==> src/rtl/ad5541_pkg.sv <==
// Shared definitions for the AD5541 DAC SPI path.
// Contents: system/DAC constants and the receive-monitor FSM state encoding.
package ad5541_pkg;

    parameter int unsigned CLK_HZ           = 10_000_000;
    parameter int unsigned AD5541_WORD_BITS = 16;
    parameter int unsigned DA_NUMS          = 1524;
    parameter int unsigned CODE_SEGS        = 11;

    // WAIT_HIGH: hold off until cs is seen idle, so a word cut by reset is never captured.
    typedef enum logic [1:0] {
        WAIT_HIGH = 2'd0,
        IDLE      = 2'd1,
        SHIFT     = 2'd2,
        CHECK     = 2'd3
    } rx_state_e;

endpackage

==> src/rtl/sync_edge_det.sv <==
// Input synchroniser with optional edge detection.
// Ports:
//   clk_10m  in   system clock
//   rst_n    in   synchronous active-low reset (chain resets to 1, the SPI idle level)
//   din      in   asynchronous input
//   level    out  synchronised level
//   rise     out  1-cycle pulse on synchronised 0->1 (0 when EDGE_EN=0)
//   fall     out  1-cycle pulse on synchronised 1->0 (0 when EDGE_EN=0)
module sync_edge_det #(
    parameter int unsigned SYNC_STAGES = 2,
    parameter bit          EDGE_EN     = 1'b1
) (
    input  logic clk_10m,
    input  logic rst_n,
    input  logic din,
    output logic level,
    output logic rise,
    output logic fall
);

    logic [SYNC_STAGES-1:0] sync_q;

    always_ff @(posedge clk_10m) begin
        if (!rst_n) begin
            sync_q <= '1;
        end else begin
            sync_q[0] <= din;
            for (int i = 1; i < SYNC_STAGES; i++) begin
                sync_q[i] <= sync_q[i-1];
            end
        end
    end

    assign level = sync_q[SYNC_STAGES-1];

    generate
        if (EDGE_EN) begin : g_edge
            logic level_d;

            always_ff @(posedge clk_10m) begin
                if (!rst_n) begin
                    level_d <= 1'b1;
                end else begin
                    level_d <= level;
                end
            end

            assign rise = level & ~level_d;
            assign fall = ~level & level_d;
        end else begin : g_no_edge
            assign rise = 1'b0;
            assign fall = 1'b0;
        end
    endgenerate

endmodule

==> src/rtl/ad5541_spi_rx_monitor.sv <==
// AD5541 SPI receive monitor: reconstructs 16-bit MSB-first words from an oversampled
// cs/sclk/mosi bus, flags transfers of the wrong length and delimits frames by cs-high gaps.
// Ports:
//   clk_10m        in   10 MHz system clock
//   rst_n          in   synchronous active-low reset
//   sclk           in   SPI clock, idle high, data sampled on rising edge
//   mosi           in   SPI data
//   cs             in   chip select, active-low
//   o_data         out  last good word, held until the next good word
//   o_valid        out  1-cycle pulse when o_data is updated
//   o_err_len      out  1-cycle pulse on a transfer with edge count != WORD_BITS
//   o_word_cnt     out  good words in the current frame (saturating)
//   o_err_cnt      out  length errors since reset (saturating)
//   o_frame_done   out  1-cycle pulse when an idle gap ends a non-empty frame
//   o_frame_words  out  o_word_cnt captured at o_frame_done
module ad5541_spi_rx_monitor
    import ad5541_pkg::*;
#(
    parameter int unsigned SYNC_STAGES = 2,
    parameter int unsigned WORD_BITS   = AD5541_WORD_BITS,
    parameter int unsigned GAP_CYCLES  = CLK_HZ / 10_000
) (
    input  logic        clk_10m,
    input  logic        rst_n,
    input  logic        sclk,
    input  logic        mosi,
    input  logic        cs,
    output logic [15:0] o_data,
    output logic        o_valid,
    output logic        o_err_len,
    output logic [15:0] o_word_cnt,
    output logic [7:0]  o_err_cnt,
    output logic        o_frame_done,
    output logic [15:0] o_frame_words
);

    localparam logic [10:0] GapMax   = 11'(GAP_CYCLES);
    localparam logic [4:0]  WordBits = 5'(WORD_BITS);
    localparam int unsigned SettleW  = $clog2(SYNC_STAGES + 1);
    localparam logic [SettleW-1:0] SettleMax = SettleW'(SYNC_STAGES);

    logic s_cs, cs_rise, cs_fall;
    logic sclk_rise;
    logic s_mosi;
    logic unused_sclk_level, unused_sclk_fall;
    logic unused_mosi_rise, unused_mosi_fall;

    sync_edge_det #(
        .SYNC_STAGES (SYNC_STAGES),
        .EDGE_EN     (1'b1)
    ) u_cs_sync (
        .clk_10m (clk_10m),
        .rst_n   (rst_n),
        .din     (cs),
        .level   (s_cs),
        .rise    (cs_rise),
        .fall    (cs_fall)
    );

    sync_edge_det #(
        .SYNC_STAGES (SYNC_STAGES),
        .EDGE_EN     (1'b1)
    ) u_sclk_sync (
        .clk_10m (clk_10m),
        .rst_n   (rst_n),
        .din     (sclk),
        .level   (unused_sclk_level),
        .rise    (sclk_rise),
        .fall    (unused_sclk_fall)
    );

    sync_edge_det #(
        .SYNC_STAGES (SYNC_STAGES),
        .EDGE_EN     (1'b0)
    ) u_mosi_sync (
        .clk_10m (clk_10m),
        .rst_n   (rst_n),
        .din     (mosi),
        .level   (s_mosi),
        .rise    (unused_mosi_rise),
        .fall    (unused_mosi_fall)
    );

    rx_state_e          state;
    logic [15:0]        shreg;
    logic [4:0]         bitcnt;
    logic [10:0]        gap_cnt;
    // The sync chain resets to 1, so s_cs reads high for SYNC_STAGES cycles after reset
    // regardless of the pin; WAIT_HIGH only trusts s_cs once the chain holds real samples.
    logic [SettleW-1:0] settle_cnt;

    always_ff @(posedge clk_10m) begin
        if (!rst_n) begin
            state         <= WAIT_HIGH;
            shreg         <= '0;
            bitcnt        <= '0;
            gap_cnt       <= '0;
            settle_cnt    <= '0;
            o_data        <= '0;
            o_valid       <= 1'b0;
            o_err_len     <= 1'b0;
            o_word_cnt    <= '0;
            o_err_cnt     <= '0;
            o_frame_done  <= 1'b0;
            o_frame_words <= '0;
        end else begin
            o_valid      <= 1'b0;
            o_err_len    <= 1'b0;
            o_frame_done <= 1'b0;

            if (!s_cs) begin
                gap_cnt <= '0;
            end

            case (state)
                WAIT_HIGH: begin
                    if (settle_cnt != SettleMax) begin
                        settle_cnt <= settle_cnt + 1'b1;
                    end else if (s_cs) begin
                        state <= IDLE;
                    end
                end

                IDLE: begin
                    if (cs_fall) begin
                        shreg  <= '0;
                        bitcnt <= '0;
                        state  <= SHIFT;
                    end else if (s_cs && (gap_cnt != GapMax)) begin
                        gap_cnt <= gap_cnt + 11'd1;
                        // Counter saturates at GapMax, so this fires once per gap.
                        if ((gap_cnt == GapMax - 11'd1) && (o_word_cnt != 16'd0)) begin
                            o_frame_done  <= 1'b1;
                            o_frame_words <= o_word_cnt;
                            o_word_cnt    <= '0;
                        end
                    end
                end

                SHIFT: begin
                    // cs_rise wins over a coincident sclk_rise: that edge is dropped.
                    if (cs_rise) begin
                        state <= CHECK;
                    end else if (sclk_rise) begin
                        shreg <= {shreg[14:0], s_mosi};
                        if (bitcnt != 5'd31) begin
                            bitcnt <= bitcnt + 5'd1;
                        end
                    end
                end

                CHECK: begin
                    gap_cnt <= '0;
                    if (bitcnt == WordBits) begin
                        o_data  <= shreg;
                        o_valid <= 1'b1;
                        if (o_word_cnt != 16'hFFFF) begin
                            o_word_cnt <= o_word_cnt + 16'd1;
                        end
                    end else begin
                        o_err_len <= 1'b1;
                        if (o_err_cnt != 8'hFF) begin
                            o_err_cnt <= o_err_cnt + 8'd1;
                        end
                    end
                    state <= IDLE;
                end

                default: state <= WAIT_HIGH;
            endcase
        end
    end

endmodule
==> config.mk <==
export PLATFORM = sky130hd
export DESIGN_NAME = ad5541_spi_rx_monitor
export DESIGN_NICKNAME = d
export VERILOG_FILES = /design/src/rtl/ad5541_pkg.sv /design/src/rtl/sync_edge_det.sv /design/src/rtl/ad5541_spi_rx_monitor.sv
export SDC_FILE = /design/constraint.sdc
export NUM_CORES = 1
export LEC_CHECK = 0
export CORE_UTILIZATION = 35
export CTS_BUF_LIST = sky130_fd_sc_hd__clkbuf_16
export CTS_CLUSTER_DIAMETER = 40
export CTS_CLUSTER_SIZE = 20
export DETAILED_ROUTE_END_ITERATION = 10
export GPL_ROUTABILITY_DRIVEN = 0
export PLACE_DENSITY = 0.61
export SKIP_CTS_REPAIR_TIMING = 1
export SLEW_MARGIN = 30
export SYNTH_ARGS = -nofsm -noshare
export SYNTH_HDL_FRONTEND = slang
export SYNTH_SLANG_ARGS = --single-unit
==> constraint.sdc <==
create_clock -name clk_10m -period 2 [get_ports clk_10m]
set_clock_uncertainty 0.1 [all_clocks]
set_input_delay 0.6 -clock clk_10m [delete_from_list [all_inputs] [get_ports clk_10m]]
set_output_delay 0.6 -clock clk_10m [all_outputs]
set_load 0.02 [all_outputs]
==> After elaboration in Yosys (flattened, before gate mapping) <==
Index checks and enable logic that the tools add are counted.
{ "totals": {"elab_cells": 98, "out_inout_bits": 59, "in_bits": 5, "register_bits": 103} }
{ "classes": {"n_bitwise": 11, "n_mux": 27, "reduce_logical": 16, "add_sub_neg": 5, "n_eq_ne": 22} }
{ "ops": {"columns": ["op", "count"], "rows": [
  ["16-bit 2-to-1 mux", 8],
  ["16-bit one-hot mux with 2 select lines", 2],
  ["11-bit 2-to-1 mux", 3],
  ["2-bit != test (second input constant)", 12],
  ["11-bit one-hot mux with 2 select lines", 1],
  ["5-bit 2-to-1 mux", 4],
  ["16-bit by 1-bit adder with 16-bit output (second input constant)", 1],
  ["16-bit != test (second input constant)", 1],
  ["16-bit nonzero test", 1],
  ["4-bit AND reduction", 3],
  ["11-bit by 1-bit adder with 11-bit output (second input constant)", 1],
  ["11-bit by 10-bit == test with 1-bit output (second input constant)", 1],
  ["11-bit by 10-bit != test with 1-bit output (second input constant)", 1],
  ["5-bit one-hot mux with 2 select lines", 1],
  ["8-bit by 1-bit adder with 8-bit output (second input constant)", 1],
  ["2-bit 2-to-1 mux", 4],
  ["8-bit != test (second input constant)", 1],
  ["1-bit NOT", 8],
  ["2-bit one-hot mux with 4 select lines", 1],
  ["2-bit AND reduction", 3],
  ["6-bit AND reduction", 1],
  ["5-bit by 1-bit adder with 5-bit output (second input constant)", 1],
  ["5-bit == test (second input constant)", 1],
  ["5-bit != test (second input constant)", 1],
  ["12 further kinds", 19]
]} }

==> Logic depth before layout (Yosys ltp) <==
{ "logic_depth": {"word_depth": 6, "depth_mapped": 10, "depth_no_buf": 7} }

==> By module <==
From an unflattened synthesis, not the netlist that was laid out.
{ "unflattened": {"cells_unflattened": 549, "hier_area_um2": 4657.0} }
{ "by_module_without_submodules": {"columns": ["module", "area_per_inst_um2", "seq_area_each_um2", "n_inst", "cells_per_inst"], "rows": [
  ["ad5541_spi_rx_monitor", 4403.0, 1901.8, 1, 526],
  ["sync_edge_det (u_cs_sync ...)", 91.3, 60.1, 2, 8],
  ["sync_edge_det (u_mosi_sync)", 71.3, 40.0, 1, 7]
]} }

==> Worst setup path after synthesis <==
Ideal clock, no wire load.
{ "synth_path": {"path_type": "register -> register", "from": "register state[1]", "to": "register bitcnt[3]", "path_stages_with_launch": 8, "path_buffers": 1, "t_required_ps": 1825, "arrival_time_ps": 2002, "period_less_slack_ps": 2177, "slack_ps": -177, "setup_ps": 75, "path_cell_list": "dfxtp_1 inv_1 ha_1 buf_2 nor4b_1 o21ai_1 or4_1 o22ai_1"} }
{ "synth_via": {"elab_chain_cells": 3, "elab_cells_between_ends": 9, "cone_classes": "eq/ne: 6; mux: 1; reduce/logical: 2"} }
{ "synth_rtl": {"columns": ["element", "line_no", "source"], "rows": [
  ["start: declaration", "ad5541_spi_rx_monitor.sv:84", "rx_state_e state;"],
  ["start signal: assignment", "ad5541_spi_rx_monitor.sv:94", "state <= WAIT_HIGH;"],
  ["start signal: assignment", "ad5541_spi_rx_monitor.sv:120", "state <= IDLE;"],
  ["start signal: assignment", "ad5541_spi_rx_monitor.sv:128", "state <= SHIFT;"],
  ["2-bit == test / 2-bit by 1-bit == test with 1-bit output (equally long branches)", "ad5541_spi_rx_monitor.sv:115", "case (state)"],
  ["2-bit != test (no source line) / 2-bit nonzero test (equally long branches)", null, null],
  ["5-bit AND reduction (no source line)", null, null],
  ["end signal: assignment", "ad5541_spi_rx_monitor.sv:147", "bitcnt <= bitcnt + 5'd1;"],
  ["end: declaration", "ad5541_spi_rx_monitor.sv:86", "logic [4:0] bitcnt;"]
]} }
Several ways; a longest one is shown, not always the timed one.
A chain may end at the register's enable or synchronous reset.

==> Final worst setup path <==
{ "layout_path": {"from": "register gap_cnt[5]", "to": "register o_word_cnt[13]"} }
{ "layout_via": {"elab_chain_cells": 4, "elab_cells_between_ends": 7, "cone_classes": "eq/ne: 4; reduce/logical: 3"} }
{ "layout_rtl": {"columns": ["element", "line_no", "source"], "rows": [
  ["start: declaration", "ad5541_spi_rx_monitor.sv:87", "logic [10:0] gap_cnt;"],
  ["start signal: assignment", "ad5541_spi_rx_monitor.sv:130", "gap_cnt <= gap_cnt + 11'd1;"],
  ["11-bit by 10-bit == test with 1-bit output / 11-bit by 10-bit != test with 1-bit output (equally long branches)", "ad5541_spi_rx_monitor.sv:132, ad5541_spi_rx_monitor.sv:129", null],
  ["1-bit logical AND, on equally long branches", "ad5541_spi_rx_monitor.sv:132, ad5541_spi_rx_monitor.sv:129", null],
  ["2-bit != test (no source line)", null, null],
  ["6-bit AND reduction (no source line) *", null, null],
  ["end signal: assignment", "ad5541_spi_rx_monitor.sv:158", "o_word_cnt <= o_word_cnt + 16'd1;"],
  ["end: declaration", "ad5541_spi_rx_monitor.sv:31", "output logic [15:0] o_word_cnt,"]
]} }
Mark *: on every way between the ends. The rest lies on a longest branch, timed or not.

==> flow_metrics.tcl <==
set metrics [dict create \
    synth_common_cells "103 x dfxtp_1, 72 x nand2_1, 54 x a21oi_1" \
    place_hpwl_mm 7.71 \
    rows 41 \
    crit_arrival_ns 2.32 \
    start_kind "flop" \
    cp.required_ns 2.18 \
    dr_total_vias 4204 \
    final_cell_count_no_fill 812 \
    synth_area_leader_cell "dfxtp_1" \
    hold-worst-slack_ns 0.306 \
    firstDrtPassIters 5 \
    grt_setup_unrepaired "true" \
    cts_max_level 3 \
    cellPowerDensity_nw_per_um2 764 \
    clk_pin_slew_ns 0.07 \
    clock_latency_ns 0.35 \
    grt_pass1_vias 3780 \
    final_max_slew_viol_count 0 \
    antenna_cells 0 \
    cts_tree "built" \
    post_synth_and_or_nand_nor_area_fraction 0.254 \
    drt_iter0_drc 215 \
    grt_max_degree 40 \
    hold_path.class "reg -> reg" \
    drc_errors 0 \
    fin_crit_sh 1.07 \
    die_x_um 116 \
    synthToLayoutAreaGrowth_pct 45.7 \
    nets 655 \
    setup_viol 14 \
    cts-root-buf "clkbuf_16" \
    synthesis.area_um2 4520 \
    avgSynthCellArea_um2 8.56 \
    drive_above_1_share 0.230 \
    ir_worst_vdd_mv 0.507 \
    synth_compound_area_frac 0.146 \
    synth_area_leaders "dfxtp_1 46%, a21oi_1 6.0%, nand2_1 6.0%" \
    yosysUniqueCellTypes 53 \
    synthArstFlopShare 0 \
    wl_mm 11.9 \
    outcome "finished, violations left" \
    antenna_found_initial 0 \
    setup_slack_ns -0.135 \
    io_pins 64 \
    maxCapViolCount 0 \
    synth_edf_count 0 \
    clockBufferDepth 2 \
    critPathCaptureType "flop" \
    vias_per_cell 5.18 \
    critPathKind "reg -> reg" \
    cts_buffers 9 \
    yosys.area.top_type_share 0.456 \
    grt-ovfl-total 0 \
    numClockSinks 103 \
    p_leak_nw 3.46 \
    synth_fp_nets 547 \
    synth_top_family_by_area "simple AND/OR/NAND/NOR gates" \
    drtAntennaViolNets 0 \
    worst_slew_pin_slew_ns 0.589 \
    synth_fa_ha_area_frac 0.0388 \
    violations "setup timing" \
    fmaxAchievable_mhz 468 \
    core_area_um2 12600 \
    start_util 0.358 \
    synth_mux_area_frac 0.0468 \
    yosysSeqAreaShare 0.456 \
    hold_viol_final 0 \
    r2r_cells 6 \
    dieArea_um2 13400 \
    placedCellCount 788 \
    whs_path_depth 1 \
    synthXorXnorAreaFrac 0.0116 \
    wl_per_cell_um 14.6 \
    syn_inst 528 \
    cp_max_fo 7 \
    layout_min_cycle_time_ns 2.14 \
    synth.most_common_cell "dfxtp_1" \
    grt_usage 0.173 \
    ys.flop_type "dfxtp_1" \
    grt_pass1_wl_mm 18.1 \
    die_h_um 116 \
    synth-seq-cells 103 \
    maxSlewHeadroom 0.606 \
    yosysWarningCount 0 \
    port_buffers 63 \
]
-- registers in the layout, indices dropped and copies added (netlist names) --
| register | count |
|---|---|
| u_cs_sync.sync_q | 2 |
| o_word_cnt | 16 |
| o_frame_words | 16 |
| o_valid | 1 |
| gap_cnt | 11 |
| u_mosi_sync.sync_q | 2 |
| o_data | 16 |
| settle_cnt | 2 |
| u_sclk_sync.g_edge.level_d | 1 |
| state | 2 |
| o_frame_done | 1 |
| u_cs_sync.g_edge.level_d | 1 |
| o_err_len | 1 |
| shreg | 16 |
| o_err_cnt | 8 |
| u_sclk_sync.sync_q | 2 |
| bitcnt | 5 |
-- layout make-up --
type,instances,area [um^2]
Fill cell,1163,6040
Multi-Input combinational cell,378,2550
Sequential cell,103,2080
Timing Repair Buffer,130,1390
Clock buffer,9,225
Tap cell,172,215
Inverter,14,57.6
Clock inverter,6,53.8
-- cells in the final DEF (no fill, tap or decap), drive strengths merged, types with 4 or more instances in the layout --
cell	instances
nor3	6
buf	64
o21ai	17
nand4	8
dfxtp	103
and3	9
inv	15
o31ai	11
nand2	72
ha	14
clkbuf	12
xnor2	5
nand3	39
o211ai	4
mux2i	20
a21oi	55
and2	4
dlymetal6s2s	56
or4	13
clkdlybuf4s50	7
a22oi	4
nand2b	11
nor2	44
-- critical path, stage by stage, from the launching register on --
cell and delay, ns:
dfxtp_1 0.33, or3b_4 0.39, nor3_4 0.26, a21oi_4 0.14, buf_12 0.16, or4_4 0.52, a21oi_2 0.16
-- metrics by stage --
| stage | cell area [um^2] | worst slack [ns] | power [mW] | utilization | TNS (ns) |
|---|---|---|---|---|---|
| 5_1_grt | 6580 | -0.173 | 5.27 | 0.522 | -2.09 |
| 3_3_place_gp | 5730 | -0.146 | 3.07 | 0.454 | -3.45 |
| 2_1_floorplan | 4570 | -0.0275 | 2.79 | - | -0.0275 |
| 3_5_place_dp | 5730 | -0.264 | 3.10 | 0.454 | -6.23 |
| 4_1_cts | 6010 | -0.293 | 4.81 | 0.476 | -10.70 |
| 6_report | 6580 | -0.135 | 5.03 | 0.522 | -1.02 |
-- logic make-up (layout without fill, tap and decap cells) --
group                    count (synthesis)  after routing
AND/OR/NAND/NOR                        228            228
buffers and inverters                   48            159
XOR/XNOR                                 6              6
multiplexers                            21             21
adder cells (fa/ha/maj)                 14             14
flip-flops                             103            103
AO/OA/AOI/OAI                          108            109
-- metal layers --
metal / vias up / part of all wire / track usage
met2: 109 / 0.49 / 0.275
met4: 0 / 0.017 / 0.0821
met1: 1986 / 0.45 / 0.222
li1: 2094 / - / -
met3: 15 / 0.045 / 0.0377
met5: - / 0 / 0
-- power by group --
part           switching, mW  internal (mW)
clock                  0.751          0.948
sequential            0.0543           2.11
combinational          0.640          0.528
-- path summary, 6_finish.rpt --
| check | from | end | slack, ns |
|---|---|---|---|
| worst max-delay path | gap_cnt[5] | o_word_cnt[13] | -0.14 |
| worst min-delay path | u_cs_sync.sync_q[0] | u_cs_sync.sync_q[1] | 0.31 |
| worst max register to register | gap_cnt[5] | o_word_cnt[13] | -0.14 |
| worst min register to register | u_cs_sync.sync_q[0] | u_cs_sync.sync_q[1] | 0.31 |
Note: power is estimated with default switching activity, not from simulation.
